<file path="config.mk">
export PLATFORM = sky130hd
export DESIGN_NAME = ncu_mcu_dn_rx
export DESIGN_NICKNAME = d
export VERILOG_FILES = /design/src/rtl/ncu_mcu_pkg.sv /design/src/rtl/ncu_mcu_rx_fifo.sv /design/src/rtl/ncu_mcu_dn_rx.sv
export SDC_FILE = /design/constraint.sdc
export NUM_CORES = 1
export LEC_CHECK = 0
export BUFFER_PORTS_ARGS = -buffer_cell sky130_fd_sc_hd__buf_2
export CORE_MARGIN = 8
export CORE_UTILIZATION = 35
export CTS_CLUSTER_DIAMETER = 100
export DETAILED_ROUTE_END_ITERATION = 10
export GPL_ROUTABILITY_DRIVEN = 0
export PLACE_DENSITY_LB_ADDON = 0.2
export SLEW_MARGIN = 20
export SYNTH_ARGS = -nofsm -noshare
export SYNTH_HDL_FRONTEND = slang
export SYNTH_SLANG_ARGS = --single-unit
</file>
<file path="constraint.sdc">
create_clock -name iol2clk -period 10.65 [get_ports iol2clk]
set_input_delay 2.6625 -clock iol2clk [delete_from_list [all_inputs] [get_ports iol2clk]]
set_output_delay 2.6625 -clock iol2clk [all_outputs]
set_load 0.05 [all_outputs]
</file>
<file path="src/rtl/ncu_mcu_pkg.sv">
// Shared definitions for the NCU->MCU downstream serial request path.
// Holds the packet geometry and the receive assembly FSM state type.
package ncu_mcu_pkg;

  localparam int unsigned NCU_MCU_PKT_W   = 128;
  localparam int unsigned NCU_MCU_NIB_W   = 4;
  localparam int unsigned NCU_MCU_NIBBLES = NCU_MCU_PKT_W / NCU_MCU_NIB_W;
  localparam int unsigned NCU_MCU_CNT_W   = $clog2(NCU_MCU_NIBBLES);

  typedef enum logic {
    RX_IDLE = 1'b0,
    RX_ASM  = 1'b1
  } rx_state_e;

endpackage

</file>
<file path="src/rtl/ncu_mcu_rx_fifo.sv">
// Small pointer-based packet FIFO.
// Ports:
//   clk, rst_n  - clock and asynchronous active-low reset
//   wr, wdata   - push request and data (ignored when full unless a pop frees a slot)
//   rd          - pop request, honoured only when vld is high
//   rdata, vld  - head entry (forced to zero when empty) and head valid
//   count       - current number of stored entries
module ncu_mcu_rx_fifo #(
  parameter int unsigned WIDTH = 128,
  parameter int unsigned DEPTH = 2
) (
  input  logic                         clk,
  input  logic                         rst_n,
  input  logic                         wr,
  input  logic [WIDTH-1:0]             wdata,
  input  logic                         rd,
  output logic [WIDTH-1:0]             rdata,
  output logic                         vld,
  output logic [$clog2(DEPTH+1)-1:0]   count
);

  localparam int unsigned PtrW = (DEPTH > 1) ? $clog2(DEPTH) : 1;
  localparam int unsigned CntW = $clog2(DEPTH + 1);

  logic [WIDTH-1:0] mem_q [DEPTH];
  logic [PtrW-1:0]  wr_ptr_q, rd_ptr_q;
  logic [CntW-1:0]  count_q;
  logic             rd_fire, wr_fire;

  function automatic logic [PtrW-1:0] ptr_inc(input logic [PtrW-1:0] p);
    return (p == PtrW'(DEPTH - 1)) ? '0 : p + PtrW'(1);
  endfunction

  assign vld     = (count_q != '0);
  assign rd_fire = rd & vld;
  assign wr_fire = wr & ((count_q != CntW'(DEPTH)) | rd_fire);
  // Zero when empty so the head reads as zero out of reset.
  assign rdata   = vld ? mem_q[rd_ptr_q] : '0;
  assign count   = count_q;

  always_ff @(posedge clk or negedge rst_n) begin
    if (!rst_n) begin
      wr_ptr_q <= '0;
      rd_ptr_q <= '0;
      count_q  <= '0;
    end else begin
      if (wr_fire) wr_ptr_q <= ptr_inc(wr_ptr_q);
      if (rd_fire) rd_ptr_q <= ptr_inc(rd_ptr_q);
      unique case ({wr_fire, rd_fire})
        2'b10:   count_q <= count_q + CntW'(1);
        2'b01:   count_q <= count_q - CntW'(1);
        default: count_q <= count_q;
      endcase
    end
  end

  always_ff @(posedge clk) begin
    if (wr_fire) mem_q[wr_ptr_q] <= wdata;
  end

endmodule

</file>
<file path="src/rtl/ncu_mcu_dn_rx.sv">
// MCU-side receiver for the NCU->MCU 4-bit serial request interface.
// Deserialises 32-nibble packets (LS nibble first) into 128-bit words and
// queues them for the MCU CSR logic, with registered back-pressure.
// Ports:
//   iol2clk, rst_l             - clock and asynchronous active-low reset
//   ncu_mcu_vld, ncu_mcu_data  - start-of-packet strobe and serial nibble
//   mcu_ncu_stall              - back-pressure to the NCU
//   rx_pkt_vld/data/rdy        - FIFO head handshake toward the consumer
//   rx_proto_err, rx_err_clr   - sticky protocol error flag and its clear
module ncu_mcu_dn_rx
  import ncu_mcu_pkg::*;
#(
  parameter int unsigned DEPTH = 2
) (
  input  logic                     iol2clk,
  input  logic                     rst_l,
  input  logic                     ncu_mcu_vld,
  input  logic [NCU_MCU_NIB_W-1:0] ncu_mcu_data,
  output logic                     mcu_ncu_stall,
  output logic                     rx_pkt_vld,
  output logic [NCU_MCU_PKT_W-1:0] rx_pkt_data,
  input  logic                     rx_pkt_rdy,
  output logic                     rx_proto_err,
  input  logic                     rx_err_clr
);

  localparam int unsigned CntW = $clog2(DEPTH + 1);

  rx_state_e                state_q, state_d;
  logic [NCU_MCU_CNT_W-1:0] nib_q, nib_d;
  logic [NCU_MCU_PKT_W-1:0] asm_q, asm_d, asm_shift;
  logic                     stall_q, stall_d;
  logic                     err_q, err_d;
  logic                     push, push_ok, pop, full, err_set;
  logic [CntW-1:0]          fifo_cnt, cnt_next;
  logic [CntW:0]            occ_next;

  // Nibbles enter at the top and shift down; after 32 captures nibble 0 sits in [3:0].
  assign asm_shift = {ncu_mcu_data, asm_q[NCU_MCU_PKT_W-1:NCU_MCU_NIB_W]};

  always_comb begin
    state_d = state_q;
    nib_d   = nib_q;
    asm_d   = asm_q;
    push    = 1'b0;
    err_set = 1'b0;
    unique case (state_q)
      RX_IDLE: begin
        if (ncu_mcu_vld) begin
          if (stall_q) begin
            // NCU ignored back-pressure: drop the whole packet.
            err_set = 1'b1;
          end else begin
            asm_d   = asm_shift;
            nib_d   = '0;
            state_d = RX_ASM;
          end
        end
      end
      RX_ASM: begin
        asm_d = asm_shift;
        if (ncu_mcu_vld) begin
          // Early start: abandon the partial packet, this nibble restarts assembly.
          err_set = 1'b1;
          nib_d   = '0;
        end else begin
          nib_d = nib_q + NCU_MCU_CNT_W'(1);
          if (nib_q == NCU_MCU_CNT_W'(NCU_MCU_NIBBLES - 2)) begin
            push    = 1'b1;
            state_d = RX_IDLE;
          end
        end
      end
    endcase
  end

  always_comb begin
    pop      = rx_pkt_vld & rx_pkt_rdy;
    full     = (fifo_cnt == CntW'(DEPTH));
    push_ok  = push & (~full | pop);
    cnt_next = fifo_cnt;
    if (push_ok && !pop) begin
      cnt_next = fifo_cnt + CntW'(1);
    end else if (!push_ok && pop) begin
      cnt_next = fifo_cnt - CntW'(1);
    end
    // A packet in assembly already owns a slot.
    occ_next = {1'b0, cnt_next} + {{CntW{1'b0}}, (state_d == RX_ASM)};
    stall_d  = (occ_next >= (CntW + 1)'(DEPTH));
    err_d    = rx_err_clr ? 1'b0 : err_q;
    if (err_set || (push && !push_ok)) begin
      err_d = 1'b1;
    end
  end

  always_ff @(posedge iol2clk or negedge rst_l) begin
    if (!rst_l) begin
      state_q <= RX_IDLE;
      nib_q   <= '0;
      asm_q   <= '0;
      stall_q <= 1'b0;
      err_q   <= 1'b0;
    end else begin
      state_q <= state_d;
      nib_q   <= nib_d;
      asm_q   <= asm_d;
      stall_q <= stall_d;
      err_q   <= err_d;
    end
  end

  ncu_mcu_rx_fifo #(
    .WIDTH (NCU_MCU_PKT_W),
    .DEPTH (DEPTH)
  ) u_fifo (
    .clk   (iol2clk),
    .rst_n (rst_l),
    .wr    (push_ok),
    .wdata (asm_shift),
    .rd    (pop),
    .rdata (rx_pkt_data),
    .vld   (rx_pkt_vld),
    .count (fifo_cnt)
  );

  assign mcu_ncu_stall = stall_q;
  assign rx_proto_err  = err_q;

endmodule

</file>
==> results summary <==
The run finished with clean final reports. Data on the critical path is required at its endpoint by 7990 ps. The number of antenna cells inserted came out at 0.

The number of rows created at floorplan came out at 76. The worst slew slack as a fraction of its limit came out at 23.8%. On the critical path the largest part of the delay comes from buffers and inverters. The cell depth of the worst flop-to-flop path is 8. The design area came out at 17900 um^2. The maximum root-to-sink buffer count is 3. TritonCTS built the clock tree. The synthesized instance count came out at 872. The netlist area before placement is 15200 um^2.

The startpoint identified for the worst hold timing path is asm_q[5]$_DFFE_PN0P_. The number of hold violations in the final report was 0. For this run, the number of Yosys warnings is 0. The overall global routing resource usage came out at 12.1%. The largest individual stage delay along the critical path comes from the cell sky130_fd_sc_hd__buf_4. The share of the yosys chip area belonging to registers came out at 72.8%.

The number of storage elements in the synthesis netlist came out at 392. The residual DRC count is 0. After legalization and detailed placement, the total HPWL measured 17700 um. The fraction of the cycle the final worst path needs came out at 53.5%.

The die covers 50400 um^2. The transition time at the pin with the least slew margin is 1140 ps. The pre-antenna-repair detailed-routing pass consisted of 4 iterations.

The critical path is of the reg -> out type. The vertical die dimension came out at 225 um. The depth of the worst hold-timing path came out at 0. The share of final-layout standard cells stronger than drive strength 1 is 32.3%. Averaged over all synthesized cells, the footprint is 17.5 um^2. The setup skew after layout is 14.2 ps. The number of post-CTS setup repair buffers came out at 0. The post-layout total power came out at 5.07 mW. Setup violations remaining at the end of the flow were counted as 0. For flop-to-flop paths, the worst setup slack is 6730 ps. Counting every sink on the clock net gives 392. STA classifies the critical path endpoint as an output pin. Setup total negative slack on the finished layout was measured at 0 ps. The leakage power figure came out at 7.15 nW.

The worst hold path belongs to the class reg -> reg. The root buffer selected by CTS is sky130_fd_sc_hd__clkbuf_16. The number of I/O pins is 140. In this run the critical register-to-register path is captured at u_fifo.mem_q[0][95]$_DFFE_PP_.

After clock tree synthesis, the flow added hold-fix buffers numbering 0. The signal on the critical path passes through inv_1, ha_4, buf_4, nor2_1, buf_2. STA puts the critical path data arrival time at 3040 ps. The core region area is 43000 um^2. The critical path contains buffers and inverters numbering 3 combined. The worst setup path is launched from a register. The number of nets with antenna violations after routing is 0. The number of nets in the layout is 1034. The worst hold path terminates at u_fifo.mem_q[0][1]$_DFFE_PP_. The count of final max-slew check failures was 0. The peak ir drop on the vdd network came out at 0.000172 V. The async set-reset flop share out of synthesis is 34.7%. The total overflow left after global routing is 0. The first-iteration detailed-routing DRC count is 339. The routed layout has 7443 vias. The routed length per placed instance is 18.6 um. The number of maximum-capacitance constraint violations is 0. Setup repair after global routing left no endpoint under its margin. The layout filler cell count came out at 3987. The startpoint identified for the worst register-to-register timing path is u_fifo.count[0]$_DFFE_PN0P_. The areal power density over the cells is 283 nW/um^2.

The layout-stage area growth over the synthesis result came out at 17.5%. The quantity of gates resized following cts is 0. The pin count of the biggest net entering global routing is 131. The number of stages on the worst setup path is 5.

The final layout contains routed wiring with a total length of 30500 um. The die outline width came out at 225 um. The via count of the first global-routing pass came out at 7829.

The first-pass GRT wire length came out at 47900 um. The clock period minus worst slack came out at 5700 ps. The highest attainable clock frequency is 175 MHz. The detail-routed via count per cell is 4.55. After clock tree synthesis, the clock-pin slew on the worst setup and hold paths is 60 ps.

The insertion delay to the later sink of the worst-skew pair is 550 ps. The net count after synthesis is 886. The most common flop cell mapped by yosys is sky130_fd_sc_hd__edfxtp_1. The count of buffers inserted at the top-level ports is 139. The number of antenna violations at the first check in global routing came out at 0.

Counting the buffers created by CTS gives 42. The initial standard-cell utilization of the core is 35.4%. Yosys mapped a number of flops with a built-in enable equal to 256.

The longest individual stage delay on the worst path came out at 890 ps. The H-tree depth came out at 2. The post-synthesis cell type count is 29. The highest fanout seen on the critical path came out at 90. The placed instance area came out at 16500 um^2.
==> Yosys cell counts, types with 2 or more instances <==
master / count / share of area [%]
sky130_fd_sc_hd__edfxtp_1: 256 / 50
sky130_fd_sc_hd__dfrtp_1: 136 / 22
sky130_fd_sc_hd__nor2_1: 134 / 3.3
sky130_fd_sc_hd__mux2i_1: 128 / 8.4
sky130_fd_sc_hd__mux2_4: 94 / 9.3
sky130_fd_sc_hd__mux2_2: 31 / 2.3
sky130_fd_sc_hd__buf_2: 16 / 0.53
sky130_fd_sc_hd__clkbuf_1: 16 / 0.39
sky130_fd_sc_hd__buf_6: 11 / 0.81
sky130_fd_sc_hd__ha_1: 5 / 0.41
sky130_fd_sc_hd__inv_1: 5 / 0.12
sky130_fd_sc_hd__nand2_1: 5 / 0.12
sky130_fd_sc_hd__o21ai_0: 5 / 0.16
sky130_fd_sc_hd__nand2b_1: 4 / 0.16
sky130_fd_sc_hd__nand3_1: 4 / 0.13
sky130_fd_sc_hd__xnor2_1: 4 / 0.23
sky130_fd_sc_hd__o21ai_1: 3 / 0.099
sky130_fd_sc_hd__nor2b_1: 2 / 0.082
sky130_fd_sc_hd__o221ai_1: 2 / 0.12
sky130_fd_sc_hd__o31ai_1: 2 / 0.099
==> cell families (layout without fill, tap and decap cells) <==
logic type,count (synthesis),count (layout),share of synthesized area (%)
fa+ha+maj,5,5,0.411
compound gates,15,15,0.633
xor+xnor,4,4,0.230
flops,392,392,72.8
simple gates,154,154,4.01
mux,253,253,20.0
buf+inv,49,229,1.91
==> metrics by stage <==
step / cells / worst slack, ps / util (%) / hold slack [ps]
floorplan: 872 / 1420 / - / 442
global placement: 1561 / 5120 / 38.4 / 451
detailed placement: 1561 / 5050 / 38.4 / 463
CTS: 1637 / 4870 / 41.6 / 474
global route: 1637 / 4690 / 41.6 / 496
finish: 1637 / 4950 / 41.6 / 475
==> worst max-delay path by stage <==
stage | startpoint | end
2_1_floorplan | ncu_mcu_vld | u_fifo.mem_q[0][0]$_DFFE_PP_
3_3_place_gp | ncu_mcu_vld | u_fifo.mem_q[0][110]$_DFFE_PP_
3_5_place_dp | ncu_mcu_vld | u_fifo.mem_q[0][110]$_DFFE_PP_
4_1_cts | u_fifo.count[0]$_DFFE_PN0P_ | rx_pkt_data[22]
5_1_grt | u_fifo.count[0]$_DFFE_PN0P_ | rx_pkt_data[22]
6_report | u_fifo.count[0]$_DFFE_PN0P_ | rx_pkt_data[22]
==> routing by layer <==
| layer | routed length, um | global-route usage, % | vias to the layer above |
|---|---|---|---|
| met5 | 0 | 0 | - |
| met4 | 460 | 2.93 | 0 |
| met3 | 1700 | 3.31 | 39 |
| met2 | 13000 | 17.4 | 163 |
| met1 | 15300 | 17.9 | 3764 |
| li1 | - | - | 3477 |
==> state kept, by name, indices dropped and copies added (netlist names) <==
name,count
asm_q,124
mcu_ncu_stall,1
nib_q,5
rx_proto_err,1
state_q,1
u_fifo.count,2
u_fifo.mem_q,256
u_fifo.rd_ptr_q,1
u_fifo.wr_ptr_q,1
==> worst reg2reg max path, cell delays in order, from the launching register on <==
cell and delay, ps:
sky130_fd_sc_hd__dfrtp_1 390, sky130_fd_sc_hd__inv_1 110, sky130_fd_sc_hd__ha_4 310, sky130_fd_sc_hd__buf_4 510, sky130_fd_sc_hd__nand2b_1 390, sky130_fd_sc_hd__nand2_1 130, sky130_fd_sc_hd__nand2_1 140, sky130_fd_sc_hd__nor2_4 760
sky130_fd_sc_hd__buf_4 750
==> cell type report <==
cell class,count,area (um^2),share of cell area (%)
Sequential cell,392,11100,62.0
Multi-Input combinational cell,431,3880,21.7
Clock buffer,62,1220,6.80
Timing Repair Buffer,148,782,4.37
Tap cell,585,732,4.09
Clock inverter,14,174,0.972
Inverter,5,18.8,0.105
==> power breakdown <==
group          switching [mW]  internal (mW)
clock                   0.570          0.888
combinational            1.31          0.452
sequential              0.115           1.74
==> cells in the final DEF, fill, tap and decap left out, types with 5 or more instances in the layout <==
master / instances
sky130_fd_sc_hd__edfxtp_1: 256
sky130_fd_sc_hd__buf_2: 138
sky130_fd_sc_hd__dfrtp_1: 135
sky130_fd_sc_hd__nor2_1: 133
sky130_fd_sc_hd__mux2i_1: 128
sky130_fd_sc_hd__mux2_4: 94
sky130_fd_sc_hd__clkbuf_16: 43
sky130_fd_sc_hd__mux2_2: 31
sky130_fd_sc_hd__clkbuf_1: 12
sky130_fd_sc_hd__buf_4: 8
sky130_fd_sc_hd__clkbuf_8: 7
sky130_fd_sc_hd__clkinv_2: 6
sky130_fd_sc_hd__nand2_1: 5
sky130_fd_sc_hd__inv_1: 5
sky130_fd_sc_hd__o21ai_0: 5
(Power assumes the default switching activity.)
